File: src/rtl/gb_video_pkg.sv
// Shared timing constants, colour field layout and offset helpers for the
// Green Beret / Mr. Goemon raster generator.
package gb_video_pkg;

  localparam int CNT_W = 9;
  localparam int CH_W  = 4;
  localparam int PIX_W = 3 * CH_W;

  // POUT / RGB field positions: [3:0]=R, [7:4]=G, [11:8]=B
  localparam int R_LSB = 0;
  localparam int G_LSB = 4;
  localparam int B_LSB = 8;

  localparam int DEF_H_TOTAL     = 384;
  localparam int DEF_H_VIS_START = 8;
  localparam int DEF_H_VIS_END   = 248;
  localparam int DEF_HS_START    = 288;
  localparam int DEF_HS_WIDTH    = 32;
  localparam int DEF_V_TOTAL     = 264;
  localparam int DEF_V_VIS_START = 16;
  localparam int DEF_V_VIS_END   = 240;
  localparam int DEF_VS_START    = 248;
  localparam int DEF_VS_WIDTH    = 8;

  typedef logic signed [3:0]  ofs_t;
  typedef logic [CNT_W-1:0]   cnt_t;

  localparam int SUM_W = CNT_W + 2;

  // base + signed offset, folded back into 0..total-1 (offset magnitude < total)
  function automatic cnt_t wrap_add(input cnt_t base, input ofs_t ofs, input int total);
    logic signed [SUM_W-1:0] sum;
    logic signed [SUM_W-1:0] tot;
    tot = SUM_W'(total);
    sum = $signed({2'b00, base}) + $signed({{(SUM_W-4){ofs[3]}}, ofs});
    if (sum < 0)
      sum = sum + tot;
    else if (sum >= tot)
      sum = sum - tot;
    return sum[CNT_W-1:0];
  endfunction

endpackage

File: src/rtl/gb_sync_window.sv
// Counter-range comparator: hit while cnt lies in [start, start+WIDTH),
// with the window allowed to run past TOTAL-1 and continue from 0.
module gb_sync_window
  import gb_video_pkg::*;
#(
  parameter int TOTAL = DEF_H_TOTAL,
  parameter int WIDTH = DEF_HS_WIDTH
) (
  input  logic [CNT_W-1:0] cnt,
  input  logic [CNT_W-1:0] start,
  output logic             hit
);

  localparam int EW = CNT_W + 1;
  localparam logic [EW-1:0] TOT_E = EW'(TOTAL);

  logic [EW-1:0] stop;
  logic [EW-1:0] cnt_e;

  assign cnt_e = {1'b0, cnt};
  assign stop  = {1'b0, start} + EW'(WIDTH);

  always_comb begin
    hit = 1'b0;
    if (stop <= TOT_E)
      hit = (cnt >= start) && (cnt_e < stop);
    else
      hit = (cnt >= start) || (cnt_e < (stop - TOT_E));
  end

endmodule

File: src/rtl/gb_video_timing.sv
// Raster timing generator: PH/PV counters, blank/sync flags and a blanked
// RGB444 output stage, all advancing on the rising edge of PCLK seen in clk48M.
module gb_video_timing
  import gb_video_pkg::*;
#(
  parameter int H_TOTAL     = DEF_H_TOTAL,
  parameter int H_VIS_START = DEF_H_VIS_START,
  parameter int H_VIS_END   = DEF_H_VIS_END,
  parameter int HS_START    = DEF_HS_START,
  parameter int HS_WIDTH    = DEF_HS_WIDTH,
  parameter int V_TOTAL     = DEF_V_TOTAL,
  parameter int V_VIS_START = DEF_V_VIS_START,
  parameter int V_VIS_END   = DEF_V_VIS_END,
  parameter int VS_START    = DEF_VS_START,
  parameter int VS_WIDTH    = DEF_VS_WIDTH
) (
  input  logic             clk48M,
  input  logic             reset,
  input  logic             PCLK,
  input  logic [PIX_W-1:0] POUT,
  input  logic [3:0]       HOFS,
  input  logic [3:0]       VOFS,
  output logic [CNT_W-1:0] PH,
  output logic [CNT_W-1:0] PV,
  output logic             HBLK,
  output logic             VBLK,
  output logic             HSYNC,
  output logic             VSYNC,
  output logic [CH_W-1:0]  R,
  output logic [CH_W-1:0]  G,
  output logic [CH_W-1:0]  B,
  output logic             CE_PIX,
  output logic             FRAME
);

  localparam cnt_t H_LAST  = cnt_t'(H_TOTAL - 1);
  localparam cnt_t V_LAST  = cnt_t'(V_TOTAL - 1);
  localparam cnt_t H_VS    = cnt_t'(H_VIS_START);
  localparam cnt_t H_VE    = cnt_t'(H_VIS_END);
  localparam cnt_t V_VS    = cnt_t'(V_VIS_START);
  localparam cnt_t V_VE    = cnt_t'(V_VIS_END);
  localparam cnt_t HS_BASE = cnt_t'(HS_START);
  localparam cnt_t VS_BASE = cnt_t'(VS_START);

  logic             pclk_q_reg;
  logic             tick;
  cnt_t             ph_reg, pv_reg;
  cnt_t             ph_next, pv_next;
  logic             line_end, frame_end;
  ofs_t             hofs_reg, vofs_reg;
  cnt_t             hs_start, vs_start;
  logic             hs_hit, vs_hit;
  logic             h_vis, v_vis, blank;
  logic             hblk_reg, vblk_reg, hsync_reg, vsync_reg;
  logic             ce_pix_reg, frame_reg;
  logic [PIX_W-1:0] pix_next, pix_reg;

  assign tick = PCLK & ~pclk_q_reg;

  always_comb begin
    line_end  = (ph_reg == H_LAST);
    frame_end = line_end && (pv_reg == V_LAST);
    ph_next   = line_end ? '0 : ph_reg + 1'b1;
    pv_next   = pv_reg;
    if (line_end)
      pv_next = (pv_reg == V_LAST) ? '0 : pv_reg + 1'b1;
  end

  // Offsets only move at frame boundaries so a frame never shows a torn sync.
  assign hs_start = wrap_add(HS_BASE, hofs_reg, H_TOTAL);
  assign vs_start = wrap_add(VS_BASE, vofs_reg, V_TOTAL);

  gb_sync_window #(.TOTAL(H_TOTAL), .WIDTH(HS_WIDTH)) u_hsync_win (
    .cnt   (ph_reg),
    .start (hs_start),
    .hit   (hs_hit)
  );

  gb_sync_window #(.TOTAL(V_TOTAL), .WIDTH(VS_WIDTH)) u_vsync_win (
    .cnt   (pv_reg),
    .start (vs_start),
    .hit   (vs_hit)
  );

  assign h_vis = (ph_reg >= H_VS) && (ph_reg < H_VE);
  assign v_vis = (pv_reg >= V_VS) && (pv_reg < V_VE);
  assign blank = ~(h_vis & v_vis);

  generate
    for (genvar gi = 0; gi < 3; gi++) begin : g_chan
      assign pix_next[gi*CH_W +: CH_W] = blank ? '0 : POUT[gi*CH_W +: CH_W];
    end
  endgenerate

  // Flags and colour are taken from the pre-increment position so they stay
  // paired with each other in the same output cycle.
  always_ff @(posedge clk48M or negedge reset) begin
    if (!reset) begin
      pclk_q_reg <= 1'b0;
      ph_reg     <= '0;
      pv_reg     <= '0;
      hofs_reg   <= '0;
      vofs_reg   <= '0;
      hblk_reg   <= 1'b1;
      vblk_reg   <= 1'b1;
      hsync_reg  <= 1'b0;
      vsync_reg  <= 1'b0;
      pix_reg    <= '0;
      ce_pix_reg <= 1'b0;
      frame_reg  <= 1'b0;
    end else begin
      pclk_q_reg <= PCLK;
      ce_pix_reg <= tick;
      frame_reg  <= tick & frame_end;
      if (tick) begin
        ph_reg    <= ph_next;
        pv_reg    <= pv_next;
        hblk_reg  <= ~h_vis;
        vblk_reg  <= ~v_vis;
        hsync_reg <= hs_hit;
        vsync_reg <= vs_hit;
        pix_reg   <= pix_next;
        if (frame_end) begin
          hofs_reg <= ofs_t'(HOFS);
          vofs_reg <= ofs_t'(VOFS);
        end
      end
    end
  end

  assign PH     = ph_reg;
  assign PV     = pv_reg;
  assign HBLK   = hblk_reg;
  assign VBLK   = vblk_reg;
  assign HSYNC  = hsync_reg;
  assign VSYNC  = vsync_reg;
  assign R      = pix_reg[R_LSB +: CH_W];
  assign G      = pix_reg[G_LSB +: CH_W];
  assign B      = pix_reg[B_LSB +: CH_W];
  assign CE_PIX = ce_pix_reg;
  assign FRAME  = frame_reg;

endmodule
File: config.mk
export PLATFORM = sky130hd
export DESIGN_NAME = gb_video_timing
export DESIGN_NICKNAME = d
export VERILOG_FILES = /design/src/rtl/gb_video_pkg.sv /design/src/rtl/gb_sync_window.sv /design/src/rtl/gb_video_timing.sv
export SDC_FILE = /design/constraint.sdc
export NUM_CORES = 1
export LEC_CHECK = 0
export BUFFER_PORTS_ARGS = -buffer_cell sky130_fd_sc_hd__clkbuf_2
export CAP_MARGIN = 30
export CORE_MARGIN = 4
export CORE_UTILIZATION = 30
export CTS_CLUSTER_DIAMETER = 80
export DETAILED_ROUTE_END_ITERATION = 10
export PLACE_DENSITY = 0.54
export SYNTH_ARGS = -nofsm -noshare
export SYNTH_HDL_FRONTEND = slang
export SYNTH_SLANG_ARGS = --single-unit
File: constraint.sdc
create_clock -name clk48M -period 5.07 [get_ports clk48M]
set_input_delay 0.2535 -clock clk48M [delete_from_list [all_inputs] [get_ports clk48M]]
set_output_delay 0.2535 -clock clk48M [all_outputs]
set_load 0.01 [all_outputs]
; Word-level counts from Yosys, hierarchy flattened
; Cells that the tools add are included.
[word_totals]
regBits = 45
in_bits = 23
out_inout_bits = 36
wordCells = 68
[op_classes]
n_addsub = 12
n_lt_le_gt_ge = 16
eq_ne = 2
mux = 11
n_bitwise = 6
reduce_logical = 9
[ops]
columns = cell, count
row1 = $mux W9, 6
row2 = $lt A9 B10 Y1, 4
row3 = $le A10 B9 Y1 const B, 2
row4 = $sub A10 B9 Y10 const B, 2
row5 = $add A9 B1 Y9 const B, 2
row6 = $eq A9 B9 Y1 const B, 2
row7 = $ge A9 B9 Y1, 2
row8 = $lt A9 B8 Y1 const B, 2
row9 = $mux W4, 3
row10 = $add A10 B4 Y11 const A, 1
row11 = $ge A11 B10 Y1 const B, 1
row12 = $lt A11 B1 Y1 const B, 1
row13 = $add A9 B4 Y10 const A, 1
row14 = $add A9 B4 Y10 const B, 1
row15 = $add A9 B6 Y10 const B, 1
row16 = $ge A10 B10 Y1 const B, 1
row17 = $lt A10 B1 Y1 const B, 1
row18 = $add A9 B8 Y9 const B, 1
row19 = $add A9 B9 Y9 const B, 1
row20 = $ge A9 B4 Y1 const B, 1
row21 = $ge A9 B5 Y1 const B, 1
row22 = $sub A9 B8 Y9 const B, 1
row23 = $sub A9 B9 Y9 const B, 1
row24 = $logic_and A1 B1 Y1, 5
row25 = 5 further kinds, 12

; Depth between registers and ports, before layout
[logic_depth]
word_depth = 9
mapped_depth = 7
ltp_nobuf = 7

; By module
; A second synthesis with hierarchy kept.
[hier_totals]
cells_unflattened = 348
area_unflattened_um2 = 3293.2
[by_module_without_submodules]
columns = mod, n_inst, cells_per_inst, area_each_um2, seq_area_each_um2
row1 = gb_video_timing, 1, 171, 1990.7, 1128.6
row2 = gb_sync_window (u_vsync_win), 1, 106, 790.8, 0.0
row3 = gb_sync_window (u_hsync_win), 1, 71, 511.7, 0.0

; Worst setup path before layout
; OpenSTA, ideal clock, no wires.
[synth_timing]
path_type = register to register
startpoint = register pv_reg[5], in the netlist PV[5]
endpoint = register pix_reg[10]
setup_time_ns = 0.121
arrival_ns = 1.610
path_slack_ns = 3.339
stages_incl_launch_ff = 7
n_path_buf = 1
period_less_slack_ns = 1.731
cell_sequence = dfrtp_1 > or4_4 > nand2_1 > nor3_1 > nor2b_1 > buf_6 > a22o_1
[synth_between]
elab_chain_len = 4
word_cells_on_any_way = 5
[synth_lines]
columns = item, line_no
row1 = from (decl), gb_video_timing.sv:47  ; cnt_t ph_reg, pv_reg;
row2 = from (signal assigned), gb_video_timing.sv:117  ; pv_reg <= pv_next;
row3 = $ge A9 B5 Y1 or $lt A9 B8 Y1 (tied branches), gb_video_timing.sv:86  ; assign v_vis = (pv_reg >= V_VS) && (pv_reg < V_VE);
row4 = $logic_and A1 B1 Y1 (*), gb_video_timing.sv:86
row5 = $and A1 B1 Y1 (*), gb_video_timing.sv:87  ; assign blank = ~(h_vis & v_vis);
row6 = $mux W4 (*), gb_video_timing.sv:91  ; assign pix_next[gi*CH_W +: CH_W] = blank ? '0 : POUT[gi*CH_W +: CH_W];
row7 = to (signal assigned), gb_video_timing.sv:122  ; pix_reg <= pix_next;
row8 = to (decl), gb_video_timing.sv:56  ; logic [PIX_W-1:0] pix_next, pix_reg;
; Mark *: on every way between the ends. The rest lies on a longest branch, timed or not.
; A chain may end at the register's enable or synchronous reset.

; Worst setup path in the final report
[layout_timing]
startpoint = register pclk_q_reg
endpoint = register pix_reg[7]
[layout_between]
elab_chain_len = 2
[layout_lines]
columns = item, line_no
row1 = from (decl), gb_video_timing.sv:45  ; logic pclk_q_reg;
row2 = from (signal assigned), gb_video_timing.sv:99  ; pclk_q_reg <= 1'b0;
row3 = from (signal assigned), gb_video_timing.sv:112  ; pclk_q_reg <= PCLK;
row4 = $not A1 Y1, gb_video_timing.sv:58  ; assign tick = PCLK & ~pclk_q_reg;
row5 = $and A1 B1 Y1, gb_video_timing.sv:58
; Every way passes these cells.

==> impl_metrics.json <==
{
  "cts-hold-fix-buffers": 0,
  "fin_total_pwr_uw": 803,
  "grt.overflow.total": 0,
  "synth-adder-area-share": 0.119,
  "io_pins": 59,
  "viasPerCell": 4.78,
  "rsz0062_at_grt": "false",
  "ant_nets": 0,
  "rows": 31,
  "io_buffers": 58,
  "finalCriticalPeriod_ns": 2.24,
  "syn_area_per_cell_um2": 10.7,
  "skew_ns": 0.00743,
  "gp_congestion": 0.759,
  "cts_buffers": 5,
  "die_width_um": 96.0,
  "antenna_found_initial": 0,
  "status": "finished, final reports clean",
  "hold_class": "input pin to asynchronous set/reset pin",
  "power_density_nw_per_um2": 285,
  "root_buffer": "clkbuf_8",
  "crit_required_ns": 5.30,
  "synth_cells": 217,
  "wirelength_um": 5240,
  "synth-seq-cells": 45,
  "min_period_over_period": 0.441,
  "tns_ns": 0,
  "wl_met3_um": 430,
  "vdd_drop_max_mv": 0.100,
  "dieArea_um2": 9210,
  "synth-async-reset-ratio": 1.00,
  "slew_headroom": 0.459,
  "syn_nets": 262,
  "synth_mux_area_frac": 0.0189,
  "synth-edff-count": 0,
  "synth-seq-area-share": 0.486,
  "worstSkewPairLatency_ns": 0.30,
  "clock_path_buffers": 2,
  "firstDrtPassIters": 4,
  "core_area_um2": 7370,
  "largest_register_ffs": 12,
  "max_freq_mhz": 447,
  "tightest_slew_ns": 0.809,
  "cts_tree": "done",
  "n_antenna_cell": 0,
  "synth-simple-area-share": 0.162,
  "maxCapViolCount": 0,
  "wl_met1_um": 2430,
  "synth_top_family_by_area": "simple AND/OR/NAND/NOR gates",
  "start_util": 0.315,
  "routed-wl-met2_um": 2310,
  "synthToLayoutAreaGrowth_pct": 21.2,
  "clk_pin_slew_worst_paths_ns": 0.09,
  "top_layer_used": "met4",
  "arrival_ns": 2.47,
  "drtIter0Drc": 57,
  "finalWorstSetupSlack_ns": 2.83,
  "multi_input_area_um2": 1120,
  "nets": 323,
  "dp_slack_ns": 2.79,
  "drive_above_1_share": 0.280,
  "cts.sinks": 45,
  "die_h_um": 96.0,
  "start_kind": "flop",
  "synth-main-ff-cell": "dfrtp_1",
  "p_leak_uw": 0.00148,
  "wl_per_cell_um": 13.9,
  "cts_max_level": 2,
  "regArea_um2": 1130,
  "crit_fanout": 20,
  "cts_setup_buffers": 0,
  "worstSetupEndpointType": "flop",
  "syn_area_um2": 2320,
  "grtUsageTotal": 0.116,
  "synth_cell_types": 44,
  "synth_xor_area_frac": 0.0415,
  "synth_warnings": 0,
  "vias": 1805,
  "drv_slew": 0,
  "grt_first_pass_wirelength_um": 8410,
  "hold_viol_final": 0,
  "dp_hpwl_um": 3880,
  "cts_resized": 0,
  "path_class": "flop to flop",
  "synth_compound_area_frac": 0.136,
  "drc": 0,
  "grt_max_degree": 46,
  "fill_cells": 752,
  "grt_pass1_vias": 1672,
  "setup_viol": 0
}
## cells by family (layout without fill, tap and decap cells)
logic type / after synthesis / in the layout
xor gates and xnor gates: 11 / 11
and+or+nand+nor: 69 / 69
adders and majority gates: 22 / 22
AOI/OAI and AO/OA: 47 / 47
buffers and inverters: 19 / 81
DFF: 45 / 45
muxes: 4 / 4
## Yosys cell counts, drive strengths merged, types with 3 or more instances
library cell / count / area share
xor2: 3 / 0.011
inv: 12 / 0.019
nor4: 3 / 0.011
nand2b: 3 / 0.0081
nand4: 6 / 0.016
xnor2: 8 / 0.030
o21ai: 12 / 0.026
nand3: 9 / 0.019
a22o: 13 / 0.049
nor2: 8 / 0.016
o31ai: 3 / 0.0097
dfrtp: 43 / 0.46
and3: 3 / 0.0081
nand2: 19 / 0.032
nor3: 5 / 0.011
mux2: 3 / 0.015
nor2b: 4 / 0.011
buf: 4 / 0.012
a21o: 4 / 0.013
ha: 22 / 0.12
a21oi: 10 / 0.022
## worst paths after layout
path	start	end	slack [ns]	cells past startpoint
worst max-delay path	pclk_q_reg	pix_reg[7]	2.83	4
worst min-delay path	reset	PV[6]	0.03	2
worst max register to register	pclk_q_reg	pix_reg[7]	2.83	4
worst min register to register	VBLK	VBLK	0.51	2
max in group asynchronous	reset	vofs_reg[2]	4.64	2
min in group clk48M	PCLK	pclk_q_reg	0.09	1
## power breakdown
part	total, µW	switching [µW]	internal (µW)
clock	229	131	98.0
sequential	432	45.1	387
combinational	142	77.6	64.7
## layer usage
metal  global-route usage  vias to the layer above
met5                    0                        -
met4               0.0367                        0
met3               0.0367                        6
met2                0.173                       51
met1                0.159                      849
li1                     -                      899
## metrics by stage
step	std cells	hold WS, ns	utilization	cell area (µm²)
after floorplan	217	-0.0421	-	2320
after global placement	370	0.379	0.370	2720
after detailed placement	370	0.377	0.370	2720
after CTS	378	0.0496	0.382	2810
after global routing	378	0.0763	0.382	2810
final	378	0.0252	0.382	2810
## critical path, cell delays in order (launching register included)
cell and delay [ns]:
dfrtp_1 0.38, nand2b_1 0.49, nor3_1 0.37, nor2b_1 0.69, a22o_1 0.24
## area by class of cell
cell class	instances	area share
clock inverter	3	0.00756
sequential	45	0.401
inverter	13	0.0173
timing repair buffer	60	0.108
multi-input combinational	153	0.397
clock buffer	5	0.0245
tap	99	0.0440
## cells in the final DEF, fill, tap and decap left out, drive strengths merged, types with 2 or more instances in the layout
master	synthesis	final
and3	3	3
a22o	13	13
o31ai	3	3
dfstp	2	2
mux2	3	3
inv	12	13
or4	2	2
nor2b	4	4
nand2b	3	3
xnor2	8	8
a21oi	10	10
nor2	8	8
nand4	6	6
dfrtp	43	43
ha	22	22
o21ai	12	12
a21o	4	4
nand2	19	19
clkbuf	2	63
buf	4	2
or2	2	2
nand3b	2	2
o31a	2	2
nor3	5	5
clkinv	1	2
nand3	9	9
xor2	3	3
nor4	3	3
Power figures use the tool's default switching activity.
